**config.mk**
```make
export PLATFORM = sky130hd
export DESIGN_NAME = tx_byte_queue
export DESIGN_NICKNAME = d
export VERILOG_FILES = /design/src/rtl/tx_byte_queue.sv
export SDC_FILE = /design/constraint.sdc
export NUM_CORES = 1
export LEC_CHECK = 0
export ABC_CLOCK_PERIOD_IN_PS = 3520
export CORE_AREA = 2 2 131 133
export CTS_CLUSTER_SIZE = 30
export DETAILED_ROUTE_END_ITERATION = 10
export DIE_AREA = 0 0 133 135
export HOLD_SLACK_MARGIN = 0.15
export PLACE_DENSITY = 0.56
export SLEW_MARGIN = 30
export SYNTH_ARGS = -nofsm -noshare
export SYNTH_HDL_FRONTEND = slang
export SYNTH_SLANG_ARGS = --single-unit
export TNS_END_PERCENT = 10
```
**constraint.sdc**
```tcl
create_clock -name clk -period 3.52 [get_ports clk]
set_clock_uncertainty 0.1 [all_clocks]
set_input_delay 0.352 -clock clk [delete_from_list [all_inputs] [get_ports clk]]
set_output_delay 0.352 -clock clk [all_outputs]
set_load 0.005 [all_outputs]
```
**src/rtl/tx_byte_queue.sv**
```systemverilog
// Byte FIFO feeding a uart_tx: one launch pulse per byte, waits for tx_done, then enforces GAP_CYCLES idle clocks.
// Pop at the edge after a write into an empty idle queue, pulse one edge later; in_ready drops when DEPTH bytes wait.
module tx_byte_queue #(
  parameter int DEPTH      = 16,
  parameter int GAP_CYCLES = 2
) (
  input  logic                     clk,
  input  logic                     rst_n,
  input  logic                     flush,
  input  logic                     in_valid,
  input  logic [7:0]               in_data,
  output logic                     in_ready,
  output logic                     out_valid,
  output logic [7:0]               out_data,
  input  logic                     tx_done,
  output logic [$clog2(DEPTH):0]   count,
  output logic                     drained,
  output logic                     overflow
);

  localparam int AW = $clog2(DEPTH);
  localparam int CW = AW + 1;
  localparam int GW = (GAP_CYCLES > 0) ? $clog2(GAP_CYCLES + 1) : 1;

  typedef enum logic [1:0] {IDLE, LAUNCH, BUSY, GAP} state_t;

  state_t          state, state_nxt;
  logic [7:0]      mem [DEPTH];
  logic [AW-1:0]   wr_ptr, rd_ptr;
  logic [GW-1:0]   gap_cnt;
  logic            full, empty, push, pop;

  assign full     = (count == CW'(DEPTH));
  assign empty    = (count == '0);
  assign in_ready = !full;
  assign push     = in_valid && in_ready && !flush;
  assign drained  = empty && (state == IDLE);

  always_comb begin
    state_nxt = state;
    pop       = 1'b0;
    case (state)
      IDLE: begin
        if (!empty) begin
          pop       = 1'b1;
          state_nxt = LAUNCH;
        end
      end
      LAUNCH: state_nxt = BUSY;
      BUSY: begin
        if (tx_done) state_nxt = (GAP_CYCLES > 0) ? GAP : IDLE;
      end
      GAP: begin
        if (gap_cnt <= GW'(1)) state_nxt = IDLE;
      end
      default: state_nxt = IDLE;
    endcase
    if (flush) begin
      state_nxt = IDLE;
      pop       = 1'b0;
    end
  end

  always_ff @(posedge clk or negedge rst_n) begin
    if (!rst_n) state <= IDLE;
    else        state <= state_nxt;
  end

  // Storage needs no reset; only entries between the pointers are ever read.
  always_ff @(posedge clk) begin
    if (push) mem[wr_ptr] <= in_data;
  end

  always_ff @(posedge clk or negedge rst_n) begin
    if (!rst_n) begin
      wr_ptr    <= '0;
      rd_ptr    <= '0;
      count     <= '0;
      gap_cnt   <= '0;
      out_valid <= 1'b0;
      out_data  <= 8'h00;
      overflow  <= 1'b0;
    end else if (flush) begin
      wr_ptr    <= '0;
      rd_ptr    <= '0;
      count     <= '0;
      gap_cnt   <= '0;
      out_valid <= 1'b0;
      overflow  <= 1'b0;
    end else begin
      if (push) wr_ptr <= wr_ptr + AW'(1);
      if (pop) begin
        out_data <= mem[rd_ptr];
        rd_ptr   <= rd_ptr + AW'(1);
      end
      if (push && !pop)      count <= count + CW'(1);
      else if (!push && pop) count <= count - CW'(1);
      if (in_valid && full) overflow <= 1'b1;
      // Registered image of LAUNCH: the pulse trails the pop by one clock.
      out_valid <= (state == LAUNCH);
      if (state == BUSY && tx_done)    gap_cnt <= GW'(GAP_CYCLES);
      else if (state == GAP && gap_cnt != '0) gap_cnt <= gap_cnt - GW'(1);
    end
  end

endmodule

```
==> summary.txt <==
Clock tree
  – Worst-Skew Late Latency: about 0.43 ns
  – CTS H-tree lvls: 4
  – Clock transition at path regs: 0.06 ns
  – Clock Root Buffer: clkbuf_16
  – Clk sink count: roughly 160
  – CTS Hold Bufs: 1
  – PostCTS Resize Cnt: 0
  – Max clock buf depth: 2
  – CTS buffer count: 17
  – CTS tree: built
  – Postcts setup bufs: 0

Setup path
  – Crit path largest cell delay: between 0.5 and 0.6 ns
  – Most Frequent Cell on Critical Path: a21o_1
  – Required @ worst endpoint: about 3.7 ns
  – Worst setup SP type: register
  – CP max-delay cell: or4_4
  – Crit path DAT: 3.36 ns
  – Worst Setup End Kind: register
  – CP delay by family, top: simple AND/OR/NAND/NOR gates
  – CP cell instances: or4_4 -> o21ai_1 -> nand3_1 -> fa_1 -> a21o_1 -> a21o_1 -> or3_1 -> and3_1 -> o21a_1
  – Worst Path Class, Setup: reg2reg
  – CP Max Fanout: 6
  – CP Buf/Inv Count: 0

Drt
  – WL/cell: a little under 20 µm
  – Vias: around 3300
  – Drt total wl: 12630 µm
  – Remaining antenna violation count: 0
  – DRC Markers: 0
  – Vias per std cell: approximately 5
  – 1st-pass router iterations: 4
  – 1st-iter DRT viols: approximately 180

Pwr
  – PwrDens: about 700 nW/µm²
  – VDD IR-drop max: between 0.5 and 0.6 mV
  – Lkg Pwr: 2.586 nW
  – Tot Pwr: approximately 5.2 mW

Global routing
  – Initial antenna violation count: 0
  – Largest net degree at the start of global routing: 34
  – Met1 GRT Util: between 20% and 30%
  – Vias in the first global route: roughly 3500
  – GR peak layer: met2
  – GR met3 Demand/Resource: under 10%
  – GR Overflow Total: 0
  – First-pass GRT wire length: 20530 µm
  – GR Util All Layers: 15.67%
  – M2 GR Usage: around a quarter

Synth
  – Synthesized area per cell: ~18 µm²
  – Post-Syn Area: about 6400 µm²
  – Asr flop ratio synth: between 10% and 20%
  – Synth Register Bits: between 150 and 200
  – Syn. warnings: 0
  – Post-synth EDFFs: ~130
  – Unique cell type count in the Yosys netlist: 38
  – Seq/Total Area, Yosys: between 70% and 80%
  – Post-Syn Nets: approximately 380
  – Ys flop type: edfxtp_1
  – Post-Synthesis Cells: 354

Die
  – Die width: 133 µm
  – Ports: 30
  – Die footprint: between 15000 and 20000 µm²
  – Die height: 135 µm
  – Core area: roughly 16000 µm²
  – Starting density of the core: a little under 40%
  – Site Rows: 47

Timing
  – Final Critical Period: about 3.1 ns
  – Fmax: ~320 MHz
  – Final setup vio count: 0
  – Crit share post-route: between 80 and 90%
  – RSZ-0062 raised after global routing: no
  – Final hold violations: 0
  – Slew @ Worst Pin: between 0.5 and 0.6 ns
  – Setup_tns: 0 ns
  – Slew HR: roughly 60%
  – Final slew viol count: 0

Layout
  – N_diodes: 0
  – Most frequent cells in the layout: 128 x edfxtp_1, 32 x mux4_2, 30 x nor2_1, 28 x clkdlybuf4s50_1, 26 x dfrtp_1
  – Area grow syn2layout: 19.38%
  – # fillers: between 1000 and 1500
  – Register Area: between 4000 and 5000 µm²
  – Layout cell share with drive strength beyond 1: between 20% and 30%
  – Most common cell after layout, fill and taps aside: edfxtp_1
  – Fin nets: ~440
  – Area of the multi-input gates: approximately 1700 µm²

Status
  – Status: complete, no violations

Place
  – Port bufs: 29
  – DP Wirelength: around 7900 µm
  – Routability congestion estimate from global placement: just under 0.8

Worst hold path
  – Hold Path Class: in2async

Run
  – Max_cap viols: 0
[logic make-up (layout without fill, tap and decap cells)]
| kind of cell | after synthesis | in the layout | share of synthesized area, % |
|---|---|---|---|
| compound gates | 26 | 26 | 3.322 |
| flops | 155 | 155 | 71.00 |
| xor+xnor | 9 | 9 | 1.239 |
| buf+inv | 22 | 93 | 1.533 |
| simple gates | 75 | 75 | 5.288 |
| fa+ha+maj | 16 | 16 | 3.263 |
| mux | 51 | 51 | 14.35 |
[flip-flops by register name, indices dropped and copies added, names as in the netlist]
signal	flops
gap_cnt	2
wr_ptr	4
mem	128
count	5
out_valid	1
rd_ptr	4
out_data	8
state	2
overflow	1
[worst reg2reg max path: cells and delay by family, from the launching register on]
family	cells	cell delay [ns]
AND/OR/NAND/NOR	4	1.30
AO/OA/AOI/OAI	4	0.73
adder cells (fa/ha/maj)	1	0.46
flip-flops	1	0.45
[metrics by stage]
step	hold slack (ns)	instances	setup WS (ns)	util, %	cell area, µm²
2_1_floorplan	-0.04359	354	0.4229	-	6365
6_report	0.3779	645	0.3703	46.31	7599
3_5_place_dp	0.2998	613	0.3756	42.98	7052
3_3_place_gp	0.3762	613	0.4130	43.01	7057
4_1_cts	0.3903	645	0.3560	46.31	7599
5_1_grt	0.4203	645	0.1651	46.31	7599
[report_power, final]
part	leakage, nW	internal (mW)	switching [mW]
Combinational	0.826	0.687	0.567
Clock	0.257	0.912	0.759
Sequential	1.50	2.11	0.151
Total	2.59	3.71	1.48
[worst paths after layout]
| path | start | slack [ns] | end | cells past startpoint |
|---|---|---|---|---|
| worst max-delay path | count[1] | 0.37 | count[4] | 9 |
| worst min-delay path | rst_n | 0.38 | wr_ptr[1] | 2 |
| worst max register to register | count[1] | 0.37 | count[4] | 9 |
| worst min register to register | out_data[0] | 0.41 | out_data[0] | 2 |
| max in group asynchronous | rst_n | 2.44 | out_data[0] | 3 |
| min in group clk | out_data[0] | 0.41 | out_data[0] | 2 |
[metal layers]
layer,part of all wire [%],up-vias,wire length (µm)
met2,52,68,6558
met5,0,-,0
met4,1.1,0,141
met1,42,1669,5366
li1,-,1508,-
met3,4.4,12,560
[synth_stat cells (2+ instances only)]
| master | n | share of area, % |
|---|---|---|
| ha_1 | 15 | 2.9 |
| buf_2 | 6 | 0.47 |
| clkbuf_1 | 7 | 0.41 |
| a211oi_1 | 2 | 0.24 |
| and3_1 | 2 | 0.20 |
| o221ai_1 | 8 | 1.1 |
| nor3_1 | 2 | 0.16 |
| nand2_1 | 22 | 1.3 |
| inv_1 | 8 | 0.47 |
| nor2b_1 | 3 | 0.29 |
| nand3_1 | 8 | 0.63 |
| mux4_2 | 32 | 11 |
| nor2_1 | 30 | 1.8 |
| a21oi_1 | 5 | 0.39 |
| edfxtp_1 | 128 | 60 |
| dfrtp_1 | 27 | 11 |
| mux2i_1 | 17 | 2.7 |
| mux2_2 | 2 | 0.35 |
| nand4_1 | 2 | 0.20 |
| xnor2_1 | 6 | 0.83 |
| or3_1 | 2 | 0.20 |
| a21o_1 | 2 | 0.24 |
| xor2_1 | 3 | 0.41 |
[area by class of cell]
cell class / instances / area share [%]
inverter: 8 / 0.3952
multi-input combinational: 177 / 23.00
clock inverter: 14 / 1.466
sequential: 155 / 59.49
tap: 220 / 3.623
timing repair buffer: 54 / 6.422
clock buffer: 17 / 5.599
(Power assumes the default switching activity.)
==> edit 1, RTL diff (same flow settings) <==
Set the parameter `GAP_CYCLES` to 1 (it was 2).
--- a/src/rtl/tx_byte_queue.sv
+++ b/src/rtl/tx_byte_queue.sv
@@ -2,7 +2,7 @@
 // Pop at the edge after a write into an empty idle queue, pulse one edge later; in_ready drops when DEPTH bytes wait.
 module tx_byte_queue #(
   parameter int DEPTH      = 16,
-  parameter int GAP_CYCLES = 2
+  parameter int GAP_CYCLES = 1
 ) (
   input  logic                     clk,
   input  logic                     rst_n,
Behaviour: not the same (Yosys sat finds a counterexample within 10 cycles, from zero or initial values and one cycle with rst_n low).
==> edit 1 against the unedited design <==
  * Hold slack lost 0.17 ns
  * Synthesized area down 2.0%
  * Wire length shrank 2.7%
  * Die area stayed put
  * Maximum frequency is 0.25% higher
  * Largest power group unchanged
  * Power increased by 1.5%
  * Sequential share of layout area increased by 0.19 points
  * Sequential cell count shrank 2
  * Critical path type unchanged
  * Worst setup slack improved by 0.0079 ns
  * Design area shrank 1.4%
==> edit 1: results (changes against the unedited design) <==
Max-Cap Viols 0 (unchanged); antenna cells 0 (unchanged); vias in the first global route 3244 (-7.8%); Static Leak 2.53 nW (-2.0%); largest net degree at the start of global routing 34 (unchanged); Async SR Flop Fraction 0.163 (-0.0108); root buf cell clkbuf_16; final-stage net count 423 (-4.3%); layout cells sized above 1 0.217 (-0.00881); GRT Total Usage 0.151 (-0.00618); clock buffer depth 2 (unchanged); Detail Placement HPWL 7690 um (-2.8%); worst-skew pair later-pin latency 0.42 ns; largest cells by area after synthesis edfxtp_1 62%, mux4_2 12%, dfrtp_1 10%; per-cell routed wire length 19.5 um (-0.37%); count of unique library cells instantiated by Yosys 36 (-5.3%); CP max stage cell or4_4; measured slew at the worst slew-check pin 0.585 ns (-0.00873 ns); worst hold-check path type input port to asynchronous set/reset pin; clk slew on worst S/H paths 0.06 ns (about the same); status complete, no violations; routed vias/inst 5.00 (-1.0%); syn nets 369 (-3.7%); synth warn 0 (unchanged); post-synthesis sequential area ratio 0.716 (+0.00636); Num CTS Buffers 17 (unchanged); Routability Congestion 0.772 (about the same); CTS H-Tree Depth 4 (unchanged); initial drt markers 284 (+59%); EDFF count, synth 128 (unchanged); VDD IR-drop max 0.503 mV (-3.2%); I/O Buffers 29 (unchanged); antenna violations before repair 0 (unchanged); Post-CTS Setup Inserts 0 (unchanged); Commonest cells post-synth 128 x edfxtp_1, 34 x nor2_1, 32 x mux4_2; first-pass GRT wire length 19300 um (-5.9%); R2R depth 10 (+1); CP max FO 7 (+1); Filler cells 1404 (+3.0%)
## edit 1: area by class of cell
class                           count  area share
Clock inverter                     14      0.0195
Clock buffer                       18      0.0573
Multi-Input combinational cell    170       0.225
Tap cell                          220      0.0367
Sequential cell                   153       0.597
Inverter                            4     0.00200
Timing Repair Buffer               51      0.0625
## edit 1: logic make-up (layout without fill, tap and decap cells)
| kind of cell | count (synthesis) | count (layout) | synth area share |
|---|---|---|---|
| DFF | 153 | 153 | 0.716 |
| buffers and inverters | 20 | 87 | 0.0132 |
| xor gates and xnor gates | 9 | 9 | 0.0126 |
| muxes | 52 | 52 | 0.148 |
| AOI/OAI and AO/OA | 21 | 21 | 0.0279 |
| adders and majority gates | 13 | 13 | 0.0273 |
| and+or+nand+nor | 75 | 75 | 0.0544 |
## edit 1: stage by stage
stage	instance area, um^2	total power, mW	cells	hold WS, ns	setup slack (ns)
3_5_place_dp	6920	3.55	598	0.400	0.373
2_1_floorplan	6240	3.10	343	-0.0436	0.538
4_1_cts	7490	5.34	630	0.207	0.356
5_1_grt	7490	5.54	630	0.225	0.186
6_report	7490	5.26	630	0.208	0.378
3_3_place_gp	6920	3.53	598	0.395	0.439
## edit 1: power breakdown
| part | internal [mW] | leakage (nW) | switching, mW |
|---|---|---|---|
| Combinational | 0.680 | 0.779 | 0.581 |
| Sequential | 2.09 | 1.48 | 0.142 |
| Clock | 1.05 | 0.279 | 0.723 |
| Total | 3.82 | 2.53 | 1.45 |
## edit 1: path summary, 6_finish.rpt
kind	from	to	slack (ns)
worst max-delay path	count[2]	count[4]	0.38
worst min-delay path	rst_n	count[3]	0.21
worst max register to register	count[2]	count[4]	0.38
worst min register to register	overflow	overflow	0.41
max in group asynchronous	rst_n	rd_ptr[1]	2.83
min in group clk	overflow	overflow	0.41
## edit 1: layer usage
layer,track usage,vias up,wire length [um]
li1,-,1448,-
met2,0.247,75,6210
met5,0,-,0
met4,0.0466,0,104
met3,0.0484,6,681
met1,0.192,1620,5290
## edit 1: worst max-delay path, delay by kind of cell, from the launching register on
family	cells	cell delay, ns
flops	1	0.45
simple gates	6	1.46
compound gates	3	0.62
fa+ha+maj	1	0.44
==> edit 2, RTL diff (same settings) <==
Made on the original files. Re-encode `state_t` (4 states) as one-hot, 4 bits wide.
--- a/src/rtl/tx_byte_queue.sv
+++ b/src/rtl/tx_byte_queue.sv
@@ -22,7 +22,7 @@
   localparam int CW = AW + 1;
   localparam int GW = (GAP_CYCLES > 0) ? $clog2(GAP_CYCLES + 1) : 1;
 
-  typedef enum logic [1:0] {IDLE, LAUNCH, BUSY, GAP} state_t;
+  typedef enum logic [3:0] {IDLE = 4'b0001, LAUNCH = 4'b0010, BUSY = 4'b0100, GAP = 4'b1000} state_t;
 
   state_t          state, state_nxt;
   logic [7:0]      mem [DEPTH];
Check against the original RTL: same outputs for any inputs over 10 cycles, from zero or initial values and one cycle with rst_n low; not proved beyond that.
==> edit 2 against the unedited design <==
  * Wire length increased by 7.6%
  * Global-route usage is 0.51 points higher
  * Design area is 2.6% higher
  * Worst setup slack improved by 0.12 ns
  * Sequential cell count increased by 2
  * Synthesized area grew 2.6%
  * Non-clock buffer count unchanged
  * Power increased by 5.2%
  * Largest cell class unchanged
  * Critical path depth is 1 lower
==> edit 2: results (changes against the unedited design) <==
status complete, no violations; Detail Placement HPWL 8410 um (+6.3%); Synth Area in Adders 0.0222 (-0.0104); antenna violations before repair 0 (unchanged); clock buffer depth 2 (unchanged); GRT Total Usage 0.162 (+0.00511); largest cells by area after synthesis edfxtp_1 59%, mux4_2 11%, dfrtp_1 11%; syn_area_per_cell 17.5 um^2 (-2.7%); count of unique library cells instantiated by Yosys 47 (+24%); post-synthesis compound-gate area fraction 0.0502 (+0.0170); initial drt markers 167 (-6.7%); worst hold-check path type input port to asynchronous set/reset pin; Async SR Flop Fraction 0.185 (+0.0105); post-placement worst setup slack 0.483 ns (+0.107 ns); CP max FO 7 (+1); CTS H-Tree Depth 4 (unchanged); I/O Buffers 29 (unchanged); Layout Cells excl Fill 658 (+2.0%); Largest regs mem (128), out_data (8), count (5); antenna cells 0 (unchanged); synth warn 0 (unchanged); layout cells sized above 1 0.237 (+0.0116); area of placed instances 0.00718 mm^2 (+1.9%); Post-CTS Setup Inserts 0 (unchanged); worst-skew pair later-pin latency 0.42 ns; Critical Path AT 3.29 ns (-0.07 ns); largest net degree at the start of global routing 34 (unchanged); clk slew on worst S/H paths 0.06 ns (about the same); Num CTS Buffers 17 (unchanged); post-synthesis sequential area ratio 0.700 (-0.00983); EDFF count, synth 128 (unchanged); r2r setup slk 0.49 ns (+0.12 ns); routed vias/inst 5.20 (+2.9%); R2R depth 8 (-1); largest delay contributor family on the critical path simple AND/OR/NAND/NOR gates; final-stage net count 450 (+1.8%); syn nets 397 (+3.7%); reg2reg start count[0]; post-synthesis mux area share 0.136 (-0.00760); FF-to-FF End count[4]; CP max stage cell or4_4; DP Cell Count 626 (+2.1%); Routed Wire Length 13600 um (+7.6%); Post-Synth XOR/XNOR Area 0.0150 (+0.00257); root buf cell clkbuf_16; WHS 0.380 ns (+0.00170 ns); CP peak stage delay 0.62 ns (+0.03 ns); Routability Congestion 0.774 (+0.26%); vias in the first global route 3509 (-0.26%); Commonest cells post-synth 128 x edfxtp_1, 34 x nor2_1, 32 x mux4_2; slew margin rel. 0.404 (-0.200); VDD IR-drop max 0.342 mV (-34%); first-pass GRT wire length 20800 um (+1.1%); DRT Pass-1 Iters 4 (unchanged); Static Leak 2.64 nW (+1.9%)
==> edit 2: cell types whose count changed in the layout (fill, tap and decap cells not counted), sizes merged, moves of 4 or more <==
cell    change
inv         -7
mux2i      -12
bufinv      +4
o22ai      +16
ha          -5
a21oi       +9
nand2       -9
mux2        +8
o221ai      -8
==> edit 2: area by class of cell <==
cell class	instances	area (um^2)
clock buffers	19	433
well taps	220	275
repair buffers	54	488
multi-input cells	189	1830
inverters	7	26.3
fillers	1404	8610
flip-flops and latches	157	4570
clock inverters	12	170
==> edit 2: worst max-delay path by stage <==
stage              from       end  slack (ns)  cells after the start
3_5_place_dp   count[1]  count[4]        0.48                      8
5_1_grt        count[1]  count[4]        0.30                      8
4_1_cts        count[0]  count[4]        0.48                      8
2_1_floorplan  count[1]  count[4]        0.37                      9
3_3_place_gp   count[1]  count[4]        0.53                      8
6_report       count[0]  count[4]        0.49                      8
==> edit 2: repair_timing <==
action / in CTS / in global routing
hold buffers: 1 / 0
endpoints found under the hold margin: 21 / 0
resized for setup: 0 / 0
==> edit 2: routing by layer <==
metal  track usage  vias up  wire, um
met5             0        -         0
li1              -     1579         -
met3        0.0405       16       533
met4        0.0514        0       202
met2         0.272       69      6890
met1         0.208     1755      5960
==> edit 2: cells by family after synthesis <==
logic type               after synthesis
flip-flops                           157
AND/OR/NAND/NOR                       74
AO/OA/AOI/OAI                         48
multiplexers                          47
buffers and inverters                 27
adder cells (fa/ha/maj)               11
XOR/XNOR                               9
==> edit 2: report_power, final <==
group / switching [mW] / internal [mW]
clock: 0.702 / 1.18
sequential: 0.196 / 2.13
combinational: 0.575 / 0.678
